<file path="config.mk">
export PLATFORM = sky130hd
export DESIGN_NAME = inst_fetch_bridge
export DESIGN_NICKNAME = d
export VERILOG_FILES = /design/src/rtl/inst_fetch_bridge.sv
export SDC_FILE = /design/constraint.sdc
export NUM_CORES = 1
export LEC_CHECK = 0
export ABC_AREA = 1
export BUFFER_PORTS_ARGS = -buffer_cell sky130_fd_sc_hd__buf_4
export CAP_MARGIN = 25
export CORE_ASPECT_RATIO = 1.2
export CORE_UTILIZATION = 46
export DETAILED_ROUTE_END_ITERATION = 10
export PLACE_DENSITY_LB_ADDON = 0.1
export SLEW_MARGIN = 10
export SYNTH_ARGS = -nofsm -noshare
export SYNTH_HDL_FRONTEND = slang
export SYNTH_SLANG_ARGS = --single-unit
</file>
<file path="constraint.sdc">
create_clock -name clk -period 1.6 [get_ports clk]
set_input_delay 0.08 -clock clk [delete_from_list [all_inputs] [get_ports clk]]
set_output_delay 0.08 -clock clk [all_outputs]
set_load 0.005 [all_outputs]
</file>
<file path="src/rtl/inst_fetch_bridge.sv">
// Fetch bridge between the PC register and an SRAM-like instruction bus.
// Keeps one bus transaction in flight and holds the fetched word until IF/ID takes it.
module inst_fetch_bridge #(
  parameter int          AW       = 32,
  parameter int          DW       = 32,
  parameter logic [DW-1:0] NOP_INST = 32'h00000000
) (
  input  logic          clk,
  input  logic          rst,
  input  logic [AW-1:0] pc_i,
  input  logic          ce_i,
  input  logic          stall_i,
  input  logic          flush_i,
  output logic          stallreq_o,
  output logic          inst_req_o,
  output logic [AW-1:0] inst_addr_o,
  input  logic          inst_addr_ok_i,
  input  logic          inst_data_ok_i,
  input  logic [DW-1:0] inst_rdata_i,
  output logic [DW-1:0] inst_o,
  output logic [AW-1:0] inst_pc_o,
  output logic          inst_valid_o
);

  localparam logic [1:0] IDLE      = 2'd0;
  localparam logic [1:0] WAIT_DATA = 2'd1;
  localparam logic [1:0] DONE      = 2'd2;
  localparam logic [1:0] DISCARD   = 2'd3;

  logic [1:0]    state;
  logic [1:0]    state_nxt;
  logic [AW-1:0] req_pc;
  logic [DW-1:0] inst_buf;
  logic          req_fire;

  assign req_fire = inst_req_o & inst_addr_ok_i;

  // Next state. A flush always abandons the current fetch; if the data for an
  // abandoned fetch is still owed by the bus, DISCARD swallows it later.
  always_comb begin
    // NOTE: every signal assigned in always_comb gets a default first so no latch is inferred.
    state_nxt = state;
    case (state)
      IDLE: begin
        if (req_fire) state_nxt = WAIT_DATA;
      end
      WAIT_DATA: begin
        if (flush_i)             state_nxt = inst_data_ok_i ? IDLE : DISCARD;
        else if (inst_data_ok_i) state_nxt = DONE;
      end
      DONE: begin
        if (flush_i || !stall_i) state_nxt = IDLE;
      end
      DISCARD: begin
        if (inst_data_ok_i) state_nxt = IDLE;
      end
      default: state_nxt = IDLE;
    endcase
  end

  always_ff @(posedge clk) begin
    // NOTE: sequential state uses non-blocking assignments so all registers update together at the edge.
    if (rst) begin
      state    <= IDLE;
      req_pc   <= '0;
      inst_buf <= NOP_INST;
    end else begin
      state <= state_nxt;
      if (state == IDLE && req_fire) req_pc <= pc_i;
      if (state == WAIT_DATA && inst_data_ok_i && !flush_i) inst_buf <= inst_rdata_i;
      if (state == DONE && (flush_i || !stall_i)) inst_buf <= NOP_INST;
    end
  end

  // Outputs are decoded from state; only IDLE looks at the PC inputs directly
  // so the address reaches the bus in the same cycle the PC presents it.
  always_comb begin
    inst_req_o   = 1'b0;
    inst_addr_o  = req_pc;
    stallreq_o   = 1'b0;
    inst_valid_o = 1'b0;
    inst_o       = NOP_INST;
    inst_pc_o    = '0;
    case (state)
      IDLE: begin
        inst_req_o  = ce_i & ~flush_i & ~rst;
        inst_addr_o = pc_i;
        stallreq_o  = ce_i & ~flush_i;
      end
      WAIT_DATA: begin
        stallreq_o = 1'b1;
      end
      DONE: begin
        inst_valid_o = 1'b1;
        inst_o       = inst_buf;
        inst_pc_o    = req_pc;
      end
      DISCARD: begin
        stallreq_o = 1'b1;
      end
      default: begin
        stallreq_o = 1'b0;
      end
    endcase
  end

endmodule
</file>
# Word level (Yosys, flattened, before mapping)
# Index checks and enable logic that the tools add are counted.
[op_classes]
n_eq_ne = 7
mux = 13
bitwise = 5
n_reduce_logical = 11
[op_table]
columns = ["operator", "count"]
rows = [
  ["$mux W32", 3],
  ["$mux W2", 6],
  ["$pmux W2 S4", 1],
  ["$eq A2 B2 Y1 const B", 2],
  ["$logic_and A1 B1 Y1", 4],
  ["$ne A2 B2 Y1 const B", 2],
  ["$reduce_and A4 Y1", 1],
  ["$reduce_or A2 Y1", 2],
  ["$and A1 B1 Y1", 3],
  ["$ne A3 B3 Y1 const B", 1],
  ["$eq A2 B1 Y1 const B", 1],
  ["$logic_not A1 Y1", 2],
  ["$logic_not A2 Y1", 1],
  ["$mux W1", 2],
  ["$ne A2 B1 Y1 const B", 1],
  ["$not A1 Y1", 2],
  ["$pmux W1 S2", 1],
  ["$logic_or A1 B1 Y1", 1],
]
[totals]
register_bits = 66
output_inout_bits = 99
word_cells = 39

# Logic depth before layout (Yosys ltp)
[depth]
depth_word = 7
mapped_depth = 7
depth_no_buf = 7

# Least setup slack after synthesis
# Ideal clock, no wire load.
[synth_timing]
path_type = "register to register"
from = "register state[1]"
to = "register req_pc[10]"
arrival_time_ps = 1040
required_ps = 1486
path_slack_ps = 446
stages_incl_launch_ff = 8
period_less_slack_ps = 1154
cell_sequence = "dfxtp_1 nor2_1 inv_2 nor2_8 nand2_2 buf_6 nand3_1 nand2_1"
[synth_between]
elab_chain_len = 4
[synth_rtl]
columns = ["item", "line_no", "source"]
rows = [
  ["start: declaration", "30", "logic [1:0] state;"],
  ["start signal: assignment", "68", "state <= state_nxt;"],
  ["$logic_not A2 Y1 *", "69, 84", ""],
  ["$mux W1", "84", "case (state)"],
  ["$and A1 B1 Y1", "36", "assign req_fire = inst_req_o & inst_addr_ok_i;"],
  ["$logic_and A1 B1 Y1 *", "69", "if (state == IDLE && req_fire) req_pc <= pc_i;"],
  ["end signal: assignment", "69", ""],
  ["end: declaration", "32", "logic [AW-1:0] req_pc;"],
]
# Mark *: on every way between the ends. The rest lies on a longest branch, timed or not.
# A chain may end at the register's enable or synchronous reset.

# Worst setup path after layout
[layout_timing]
from = "register state[1]"
to = "output port inst_addr_o[13]"
[layout_between]
elab_chain_len = 2
[layout_rtl]
columns = ["item", "line_no", "source"]
rows = [
  ["$logic_not A2 Y1", "84", ""],
  ["$mux W32", "84", ""],
  ["end: declaration", "16", "output logic [AW-1:0] inst_addr_o,"],
]
# No other way between the ends.

==> results.md <==
- Warnings, synthesis: 0
- P_sw: 0.00209 W
- TritonCTS sink count: 66
- Number of I/O pins: 170
- Cell area after layout: 5380 sq um
- Diode count: 0
- Clock Tree Buf Depth: 2
- TritonCTS clock tree: built
- Synthesized area per cell: 6.33 sq um
- Storage element area: ~1300 sq um
- Flop pwr share: approximately a third
- Critical path endpoint category: output port
- CP arrival: 1.45 ns
- Cell Rows: 33
- Area grow syn2layout: 63.0%
- Final WL: around 10 mm
- Grt met1 use: 29.2%
- Setup crit end: inst_addr_o[13]
- Core Box Area: slightly below 7000 sq um
- Crit path time final: 1.53 ns
- Die area: around 7500 sq um
- H-tree depth: 3
- Most frequent cells in the layout: buf_4 (172), nand2_1 (133), nor2_1 (71)
- Num CTS Buffers: 9
- Mapped Area: 3300 sq um
- Worst-margin pin slew: 0.425 ns
- Via count: 3,948
- Max Fanout on Critical Path: 30
- Pin count of the biggest net entering global routing: 36
- Critical R2R Launch: state[0]
- Dpl cell area: 4590 sq um
- Hold violation count in the final report: 0
- Combinational Power Share: 44.9%
- Via-to-Cell Ratio: 4.80
- Fin crit share: a little over nine tenths
- Clock skew: 0.00742 ns
- Final std cells w/o fill: 822
- PwrDens: 1090 nW/um^2
- Clock share of power: 23.4%
- Drt first pass iters: 4
- Outcome: finished, final reports clean
- GRT overflow: 0
- Number of max-cap violations: 0
- Avg WL per Cell: 12.3 microns
- Register-to-Register Path Depth: 6
- Synthesized Nets: 593
- Fill cells: 550
- Req. time, crit path: 1.52 ns
- Classification of the worst-slack hold path: input port to flip-flop
- Synthesized instance count: 522
- Height of the chip: between 90 and 100 microns
- GRT busiest layer: met2
- GRT Resource Usage Total: between 20 and 30%
- Met2 usage: 51.4%
- Die width: 79.3 microns
- Sw frac: between 30% and 40%
- Setup Buffers After CTS: 0
- Initial Utilization: a little under half
- Iteration-0 DRC Markers: approximately 190
- Crit start category: flip-flop
- Worst skew pair latency: ~0.33 ns
- Root Driver: clkbuf_8
- CTS clock-pin slew for the worst setup and hold paths: 0.06 ns
- Power Internal: 0.00375 W
- Multi-input logic area: 1530 sq um
- Final setup viols: 0
- Yosys top cell area share: 40.0%
- Peak supply drop: 0.657 mV
- Achievable Freq: 0.655 GHz
- Sequential fraction of the synthesis area: 40.0%
- Placed Cells: 751
- Initial antenna violation count: 0
- Share of cells above drive strength 1: 27.9%
- Reg-to-reg setup timing slack: 0.23 ns
- RSZ-0062 raised after global routing: true
- Tot Pwr: 0.00585 W
- Setup Crit Path Kind: flip-flop to output port
- RR Endpoint: inst_buf[25]
- Grt met3 use: 4.83%
- Max transition margin: 71.7%
- FF+latch count, synth: 66
- Ranking of synthesized cells by area: dfxtp_1 (40%), nand2_1 (15%), nand3_1 (9.9%)
- Lkg Pwr: 2.46 nW
- Final slew viol count: 0
- Nets: ~800
- Port bufs: 169
- Final ANT Viol Nets: 0
- Cell variety after synth: 20
- Post-route DRC: 0
- GP Congestion: 0.827
- Vias in the first global route: between 3,000 and 4,000
- Synth area leader: dfxtp_1
- Final core occ: 78.0%
- DP Wirelength: between 6 and 7 mm
- Crit path from: state[1]
- First-pass GRT wire length: 16.3 mm
- Most common cell after layout, fill and taps aside: buf_4
-- metrics by stage --
step	setup TNS (ns)	worst slack, ns	hold slack [ns]
2_1_floorplan	0	0.446	0.218
3_3_place_gp	0	0.195	0.310
3_5_place_dp	0	0.144	0.316
4_1_cts	0	0.00422	0.0000164
5_1_grt	-0.0260	-0.0132	0.00184
6_report	0	0.0744	0.0128
-- final cells by class --
class | count | share of cell area [%]
multi-input combinational | 346 | 28.4
tap | 87 | 2.02
clock inverter | 2 | 0.651
clock buffer | 14 | 3.02
sequential | 66 | 24.6
inverter | 74 | 5.18
timing repair buffer | 233 | 36.1
-- critical path: stages (launching register included) --
cell and delay [ns]:
dfxtp_2 0.37, nor2_4 0.18, buf_6 0.23, nand2_1 0.07
o21ai_0 0.11, buf_4 0.16
-- what timing repair did --
item	CTS	global route
resized for setup	6	7
endpoints found under the hold margin	55	0
hold buffers	55	0
setup endpoints to repair	46	29
-- layer usage --
| metal | part of all wire [%] | vias to the layer above | wire length, microns |
|---|---|---|---|
| li1 | - | 2016 | - |
| met4 | 2.5 | 0 | 252 |
| met1 | 40 | 1761 | 3980 |
| met5 | 0 | - | 0 |
| met3 | 5.3 | 24 | 538 |
| met2 | 53 | 147 | 5300 |
-- Yosys cell counts --
| cell type | n |
|---|---|
| o21bai_1 | 1 |
| nor2_8 | 1 |
| nand2_2 | 1 |
| o21ai_0 | 34 |
| buf_6 | 3 |
| a21oi_1 | 33 |
| buf_2 | 19 |
| buf_1 | 3 |
| inv_1 | 69 |
| nor2_2 | 1 |
| nand3b_1 | 1 |
| nand3_2 | 2 |
| dfxtp_1 | 66 |
| clkbuf_1 | 8 |
| nand3_1 | 65 |
| o21ai_2 | 1 |
| nor2_1 | 72 |
| inv_2 | 5 |
| nand2_1 | 134 |
| buf_4 | 3 |
-- kinds of logic after synthesis --
logic type	Yosys count	share of synthesized area [%]
buffers and inverters	110	14.2
flip-flops	66	40.0
AO/OA/AOI/OAI	69	10.6
AND/OR/NAND/NOR	277	35.1
-- state kept, by name (all words and copies together), names as in the netlist --
signal / flops
req_pc: 32
state: 2
inst_buf: 32
-- how the worst min path moves through the flow --
stage,startpoint,end,slack [ns],depth (start not counted)
4_1_cts,inst_rdata_i[29],inst_buf[29],0.00002,3
5_1_grt,inst_rdata_i[29],inst_buf[29],0.002,3
3_5_place_dp,pc_i[4],req_pc[4],0.32,3
3_3_place_gp,pc_i[22],req_pc[22],0.31,3
2_1_floorplan,pc_i[0],req_pc[0],0.22,2
6_report,inst_rdata_i[29],inst_buf[29],0.01,3
-- power groups by stage --
| stage | combinational (W) | clock, W | sequential, W |
|---|---|---|---|
| after global placement | 0.00235 | 0 | 0.00188 |
| after detailed placement | 0.00239 | 0 | 0.00188 |
| after floorplan | 0.00134 | 0 | 0.00185 |
| after CTS | 0.00255 | 0.00140 | 0.00186 |
| after global routing | 0.00290 | 0.00147 | 0.00187 |
| final | 0.00262 | 0.00137 | 0.00186 |
Note: power is estimated with default switching activity, not from simulation.
